## src/rtl/mips32_prog_loader.sv

```systemverilog
// ---------------------------------------------------------------------------
// mips32_prog_loader
//
// Streaming program loader placed in front of the pipelined MIPS32 core.
// Host instruction words arrive over a valid/ready handshake and are written
// into the core's unified memory from word address 0 upward. A word whose
// opcode field (word[31:26]) equals HALT_OP marks the end of the image, after
// which the core is released (proc_run) and observed until it halts.
//
// Optional feature macro: MIPS32_LOADER_CHECKSUM_EN
//   When defined, the image must be followed by one extra host word equal to
//   the 32-bit wrapping sum of all written words (HALT included). That word
//   is not written to memory. A match releases the core, a mismatch errors.
//
// Parameters:
//   ADDR_W   memory word-address width (capacity 2^ADDR_W words)
//   HALT_OP  opcode that terminates the image
//
// Ports:
//   clk1         clock, rising edge
//   rst_n        asynchronous active-low reset
//   start        single-cycle load request (honoured in IDLE/DONE/ERROR)
//   in_valid     host word valid
//   in_data      host instruction word
//   in_ready     loader accepts a word this cycle (registered state decode)
//   mem_we       memory write strobe, one cycle per accepted word
//   mem_addr     memory word address
//   mem_wdata    memory write data
//   proc_halted  core HALTED flag
//   proc_run     core enable; core holds PC/TAKEN_BRANCH cleared while low
//   busy         loader is in LOAD or CHECK
//   done         sticky: program ran to HALT
//   error        sticky: overflow or checksum mismatch
//   word_count   words written in the current load (saturates at 2^ADDR_W)
// ---------------------------------------------------------------------------
module mips32_prog_loader #(
  parameter int unsigned ADDR_W  = 10,
  parameter logic [5:0]  HALT_OP = 6'h3f
) (
  input  logic              clk1,
  input  logic              rst_n,
  input  logic              start,
  input  logic              in_valid,
  input  logic [31:0]       in_data,
  output logic              in_ready,
  output logic              mem_we,
  output logic [ADDR_W-1:0] mem_addr,
  output logic [31:0]       mem_wdata,
  input  logic              proc_halted,
  output logic              proc_run,
  output logic              busy,
  output logic              done,
  output logic              error,
  output logic [ADDR_W:0]   word_count
);

  typedef enum logic [2:0] {
    S_IDLE,
    S_LOAD,
`ifdef MIPS32_LOADER_CHECKSUM_EN
    S_CHECK,
`endif
    S_RUN,
    S_DONE,
    S_ERROR
  } state_t;

  localparam logic [ADDR_W-1:0] PTR_ONE = ADDR_W'(1);
  localparam logic [ADDR_W:0]   WC_ONE  = (ADDR_W+1)'(1);
  localparam logic [ADDR_W:0]   WC_MAX  = {1'b1, {ADDR_W{1'b0}}};

  state_t              r_state;
  logic [ADDR_W-1:0]   r_ptr;
  logic [ADDR_W:0]     r_word_count;
  logic                r_in_ready;
  logic                r_mem_we;
  logic [ADDR_W-1:0]   r_mem_addr;
  logic [31:0]         r_mem_wdata;
  logic                r_proc_run;
  logic                r_busy;
  logic                r_done;
  logic                r_error;
`ifdef MIPS32_LOADER_CHECKSUM_EN
  logic [31:0]         r_cksum;
`endif

  logic                w_hs;
  logic                w_is_halt;
  logic                w_ptr_last;
  logic [ADDR_W:0]     w_wc_next;

  always_comb begin
    w_hs       = in_valid & r_in_ready;
    w_is_halt  = (in_data[31:26] == HALT_OP);
    w_ptr_last = (r_ptr == '1);
    w_wc_next  = (r_word_count == WC_MAX) ? r_word_count : r_word_count + WC_ONE;
  end

  always_ff @(posedge clk1 or negedge rst_n) begin
    if (!rst_n) begin
      r_state      <= S_IDLE;
      r_ptr        <= '0;
      r_word_count <= '0;
      r_in_ready   <= 1'b0;
      r_mem_we     <= 1'b0;
      r_mem_addr   <= '0;
      r_mem_wdata  <= '0;
      r_proc_run   <= 1'b0;
      r_busy       <= 1'b0;
      r_done       <= 1'b0;
      r_error      <= 1'b0;
`ifdef MIPS32_LOADER_CHECKSUM_EN
      r_cksum      <= '0;
`endif
    end else begin
      r_mem_we <= 1'b0;
      unique case (r_state)
        S_IDLE: begin
          r_ptr        <= '0;
          r_word_count <= '0;
`ifdef MIPS32_LOADER_CHECKSUM_EN
          r_cksum      <= '0;
`endif
          if (start) begin
            r_state    <= S_LOAD;
            r_in_ready <= 1'b1;
            r_busy     <= 1'b1;
          end
        end

        S_LOAD: begin
          if (w_hs) begin
            r_mem_we     <= 1'b1;
            r_mem_addr   <= r_ptr;
            r_mem_wdata  <= in_data;
            r_ptr        <= r_ptr + PTR_ONE;
            r_word_count <= w_wc_next;
`ifdef MIPS32_LOADER_CHECKSUM_EN
            r_cksum      <= r_cksum + in_data;
`endif
            if (w_is_halt) begin
`ifdef MIPS32_LOADER_CHECKSUM_EN
              r_state    <= S_CHECK;
`else
              r_state    <= S_RUN;
              r_in_ready <= 1'b0;
              r_busy     <= 1'b0;
`endif
            end else if (w_ptr_last) begin
              // Last slot filled without HALT: the word is kept, load aborts.
              r_state    <= S_ERROR;
              r_in_ready <= 1'b0;
              r_busy     <= 1'b0;
              r_error    <= 1'b1;
            end
          end
        end

`ifdef MIPS32_LOADER_CHECKSUM_EN
        S_CHECK: begin
          // Trailing checksum word is consumed but never written.
          if (w_hs) begin
            r_in_ready <= 1'b0;
            r_busy     <= 1'b0;
            if (in_data == r_cksum) begin
              r_state <= S_RUN;
            end else begin
              r_state <= S_ERROR;
              r_error <= 1'b1;
            end
          end
        end
`endif

        S_RUN: begin
          // One cycle with proc_run low after entry lets the final memory
          // write land first; proc_halted is only trusted once the core runs.
          if (!r_proc_run) begin
            r_proc_run <= 1'b1;
          end else if (proc_halted) begin
            r_proc_run <= 1'b0;
            r_done     <= 1'b1;
            r_state    <= S_DONE;
          end
        end

        S_DONE, S_ERROR: begin
          if (start) begin
            r_state      <= S_LOAD;
            r_in_ready   <= 1'b1;
            r_busy       <= 1'b1;
            r_done       <= 1'b0;
            r_error      <= 1'b0;
            r_ptr        <= '0;
            r_word_count <= '0;
`ifdef MIPS32_LOADER_CHECKSUM_EN
            r_cksum      <= '0;
`endif
          end
        end

        default: begin
          r_state    <= S_IDLE;
          r_in_ready <= 1'b0;
          r_busy     <= 1'b0;
          r_proc_run <= 1'b0;
        end
      endcase
    end
  end

  assign in_ready   = r_in_ready;
  assign mem_we     = r_mem_we;
  assign mem_addr   = r_mem_addr;
  assign mem_wdata  = r_mem_wdata;
  assign proc_run   = r_proc_run;
  assign busy       = r_busy;
  assign done       = r_done;
  assign error      = r_error;
  assign word_count = r_word_count;

endmodule

```

## config.mk

```make
export PLATFORM = sky130hd
export DESIGN_NAME = mips32_prog_loader
export DESIGN_NICKNAME = d
export VERILOG_FILES = /design/src/rtl/mips32_prog_loader.sv
export SDC_FILE = /design/constraint.sdc
export NUM_CORES = 1
export LEC_CHECK = 0
export CORE_MARGIN = 2
export CORE_UTILIZATION = 33
export DETAILED_ROUTE_END_ITERATION = 10
export GPL_TIMING_DRIVEN = 1
export MAX_ROUTING_LAYER = met4
export SETUP_SLACK_MARGIN = 0.02
export SLEW_MARGIN = 30
export SYNTH_ARGS = -nofsm -noshare
export SYNTH_HDL_FRONTEND = slang
export SYNTH_SLANG_ARGS = --single-unit
```

## constraint.sdc

```tcl
create_clock -name clk1 -period 1.8 [get_ports clk1]
set_input_delay 0.54 -clock clk1 [delete_from_list [all_inputs] [get_ports clk1]]
set_output_delay 0.54 -clock clk1 [all_outputs]
set_load 0.05 [all_outputs]
```

==> results.yml <==
run_status:
  outcome: "finished, violations left"
  failed_checks: "setup timing"
critical_path:
  r2r_end: "mem_wdata[3]$_DFFE_PN0P_"
  worst_path_max_delay_cell: "or3b_4"
  endpoint: "mem_wdata[3]$_DFFE_PN0P_"
  crit_path_start_kind: "register"
  crit_type: "reg -> reg"
  r2r_slack_ns: -0.07
  cp_max_fo: 5
  crit_top_cell: "buf_6"
  crit_chain: "or3b_4 -> buf_6 -> nor2_4 -> buf_6 -> buf_12 -> buf_16 -> mux2_4"
  reg2reg_from: "r_state[2]$_DFFE_PN0P_"
  cp-end-kind: "register"
  critPathArrivalTime_ns: 2.10
  crit_required_ns: 2.03
  crit_start: "r_state[2]$_DFFE_PN0P_"
  r2r_cells: 7
  slowest_delay_ns: 0.43
route:
  drc_errors: 0
  vias: 2664
  drtIter0Drc: 92
  drt-total-wl_mm: 8.406
  drtPass1Iterations: 4
  wl_per_cell_um: 14.88
  drt-vias-per-instance: 4.715
  antenna_left: 0
placement:
  numPortBuffers: 95
  place_inst: 533
  gp_congestion: 0.8218
  dp_hpwl_mm: 5.616
global_route:
  grt_start_max_net_pins: 31
  gr-total-overflow: 0
  grt_pass1_vias: 2634
  antenna_found_initial: 0
  busiest_layer: "met2"
  grtUsageTotal_pct: 16.16
  grt_pass1_wl_mm: 12.83
  grt.met3_usage_pct: 4.610
  use_met1_pct: 20.46
  grt_use_met2_pct: 25.59
final_layout:
  area_delta_synth_final_pct: 72.99
  stdcell_count: 565
  nets: 468
  diodes: 0
  final_layout_size_suffix_gt1_share_pct: 51.39
pwr:
  leakage_nw: 2.467
  p_per_area_nw_per_um2: 1705
  peakVddDrop_mv: 1.004
clocking:
  cts_tree: "done"
  numCtsBuffers: 9
  cts_buffer_depth: 2
  clock_latency_ns: 0.34
  clk_pin_slew_ns: 0.08
  clock_sinks: 71
  root_buffer: "clkbuf_8"
  cts_max_level: 3
logic_synthesis:
  yosysMostFrequentCell: "dfrtp_1"
  synth_common_cells: "dfrtp_1, mux2_2, nor2_1, nand2_1, xnor2_1"
  synth_cell_types: 46
  synth_area_leader_cell: "dfrtp_1"
  synthTopCellsByArea: "dfrtp_1, mux2_2, xnor2_1"
  synth_top_area_share_pct: 55.19
  synth_edf_count: 0
  syn_area_sq_um: 3219
  synth-seq-cells: 71
  synth_async_sr_flop_share_pct: 100.0
  ys_warn_count: 0
  synth_fp_nets: 307
  syn_inst: 267
  yosysSeqAreaShare_pct: 55.19
  avgSynthCellArea_sq_um: 12.06
  synthFlopType: "dfrtp_1"
min_path:
  min-delay-path-class: "in -> async"
timing:
  max_freq_mhz: 534.4
  period_share_pct: 104.0
  hold_viol: 0
  period_minus_slack_ns: 1.871
  clock_skew_ns: 0.007900
  setup_viol: 24
  fin_ws_ns: -0.07138
  finalMaxSlewViolations: 0
  worstMarginPinSlew_ns: 0.4983
  slew_headroom_pct: 65.92
  rsz0062_at_grt: "yes"
  whs_ns: 0.1621
floorplan:
  die_x_um: 102.8
  rows: 36
  ioPinCount: 96
  fp.dieH_um: 102.8
  start_util_pct: 33.40
  die_area_sq_um: 10560
  core_sq_um: 9639
run:
  max-cap-violations: 0
## power by group
| part | leakage [nW] | total, mW | switching (mW) | internal, mW |
|---|---|---|---|---|
| combinational | 1.49 | 5.79 | 3.14 | 2.65 |
| sequential | 0.885 | 2.47 | 0.331 | 2.14 |
| clock | 0.0953 | 1.24 | 0.607 | 0.630 |
## routing by layer
metal	routed length, um	vias up
met4	100	0
met1	3834	1297
met3	517	8
li1	-	1282
met2	3954	77
met5	0	-
## flip-flops by register name, summed over array words and instances (netlist names), 3 cells and up
signal      count
mem_addr       10
r_ptr          10
mem_wdata      32
word_count     11
r_state         3
## stage by stage
stage	setup WS [ns]	TNS, ns	power [mW]	cell area, sq um	util, %
finish	-0.07138	-1.075	9.498	5569	57.78
global placement	-0.6378	-25.94	7.598	5010	51.97
CTS	-0.08016	-1.653	9.556	5523	57.29
global route	-0.1393	-4.026	9.956	5569	57.78
floorplan	-0.1262	-1.770	5.796	3388	-
detailed placement	-0.6622	-27.35	7.674	5010	51.97
## cell usage in the layout, fill, tap and decap left out, types with 3 or more instances in the layout
| cell | Yosys | final |
|---|---|---|
| buf_4 | 2 | 81 |
| dfrtp_1 | 71 | 62 |
| mux2_4 | 0 | 35 |
| buf_12 | 0 | 32 |
| clkdlybuf4s50_1 | 0 | 29 |
| nor2_1 | 19 | 18 |
| nand2_1 | 16 | 15 |
| xnor2_1 | 12 | 12 |
| a21oi_1 | 10 | 10 |
| buf_6 | 0 | 10 |
| nand3_1 | 10 | 9 |
| dfrtp_2 | 0 | 9 |
| clkbuf_8 | 0 | 9 |
| inv_1 | 7 | 7 |
| mux2_2 | 41 | 7 |
| dlygate4sd2_1 | 0 | 6 |
| a211oi_2 | 0 | 5 |
| o21ai_0 | 9 | 5 |
| o31ai_1 | 4 | 4 |
| or3_1 | 4 | 4 |
| o21ai_2 | 1 | 3 |
| a211oi_1 | 9 | 3 |
| nand4_1 | 3 | 3 |
| clkinv_2 | 0 | 3 |
| buf_16 | 0 | 3 |
## kinds of logic (layout without fill, tap and decap cells)
family,Yosys count,in the layout,share of synthesized area [%]
multiplexers,44,44,15.31
AND/OR/NAND/NOR,68,68,11.23
buffers and inverters,21,186,2.993
adder cells (fa/ha/maj),3,3,1.166
XOR/XNOR,13,13,3.537
AO/OA/AOI/OAI,47,47,10.57
flip-flops,71,71,55.19
## repair_timing
| action | in CTS | in global routing |
|---|---|---|
| pin swaps | 15 | 8 |
| buffers inserted | 12 | 4 |
| gates resized for setup | 39 | 24 |
| endpoints found under the setup margin | 63 | 62 |
| gates cloned | 5 | 0 |
| hold buffers | 0 | 0 |
## worst min path at each step
stage,startpoint,to,slack (ns),depth (start not counted)
2_1_floorplan,rst_n,busy$_DFFE_PN0P_,0.24,0
4_1_cts,rst_n,mem_wdata[2]$_DFFE_PN0P_,0.17,1
3_5_place_dp,mem_wdata[3]$_DFFE_PN0P_,mem_wdata[3]$_DFFE_PN0P_,0.50,1
6_report,rst_n,mem_we$_DFF_PN0_,0.16,1
3_3_place_gp,mem_wdata[16]$_DFFE_PN0P_,mem_wdata[16]$_DFFE_PN0P_,0.49,1
5_1_grt,rst_n,mem_wdata[2]$_DFFE_PN0P_,0.18,1
## critical path, delay by kind of cell, from the launching register on
kind          cells  cell delay, ns
buf+inv           4            0.50
flops             1            0.38
mux               1            0.29
simple gates      2            0.59
## cell type report
class,instances,area (sq um)
Clock buffer,9,123.9
Clock inverter,6,61.31
Inverter,7,26.28
Timing Repair Buffer,164,1822
Multi-Input combinational cell,175,1582
Tap cell,133,166.4
Sequential cell,71,1788
Fill cell,819,4070
No activity file was read; power rests on OpenSTA's default activity.
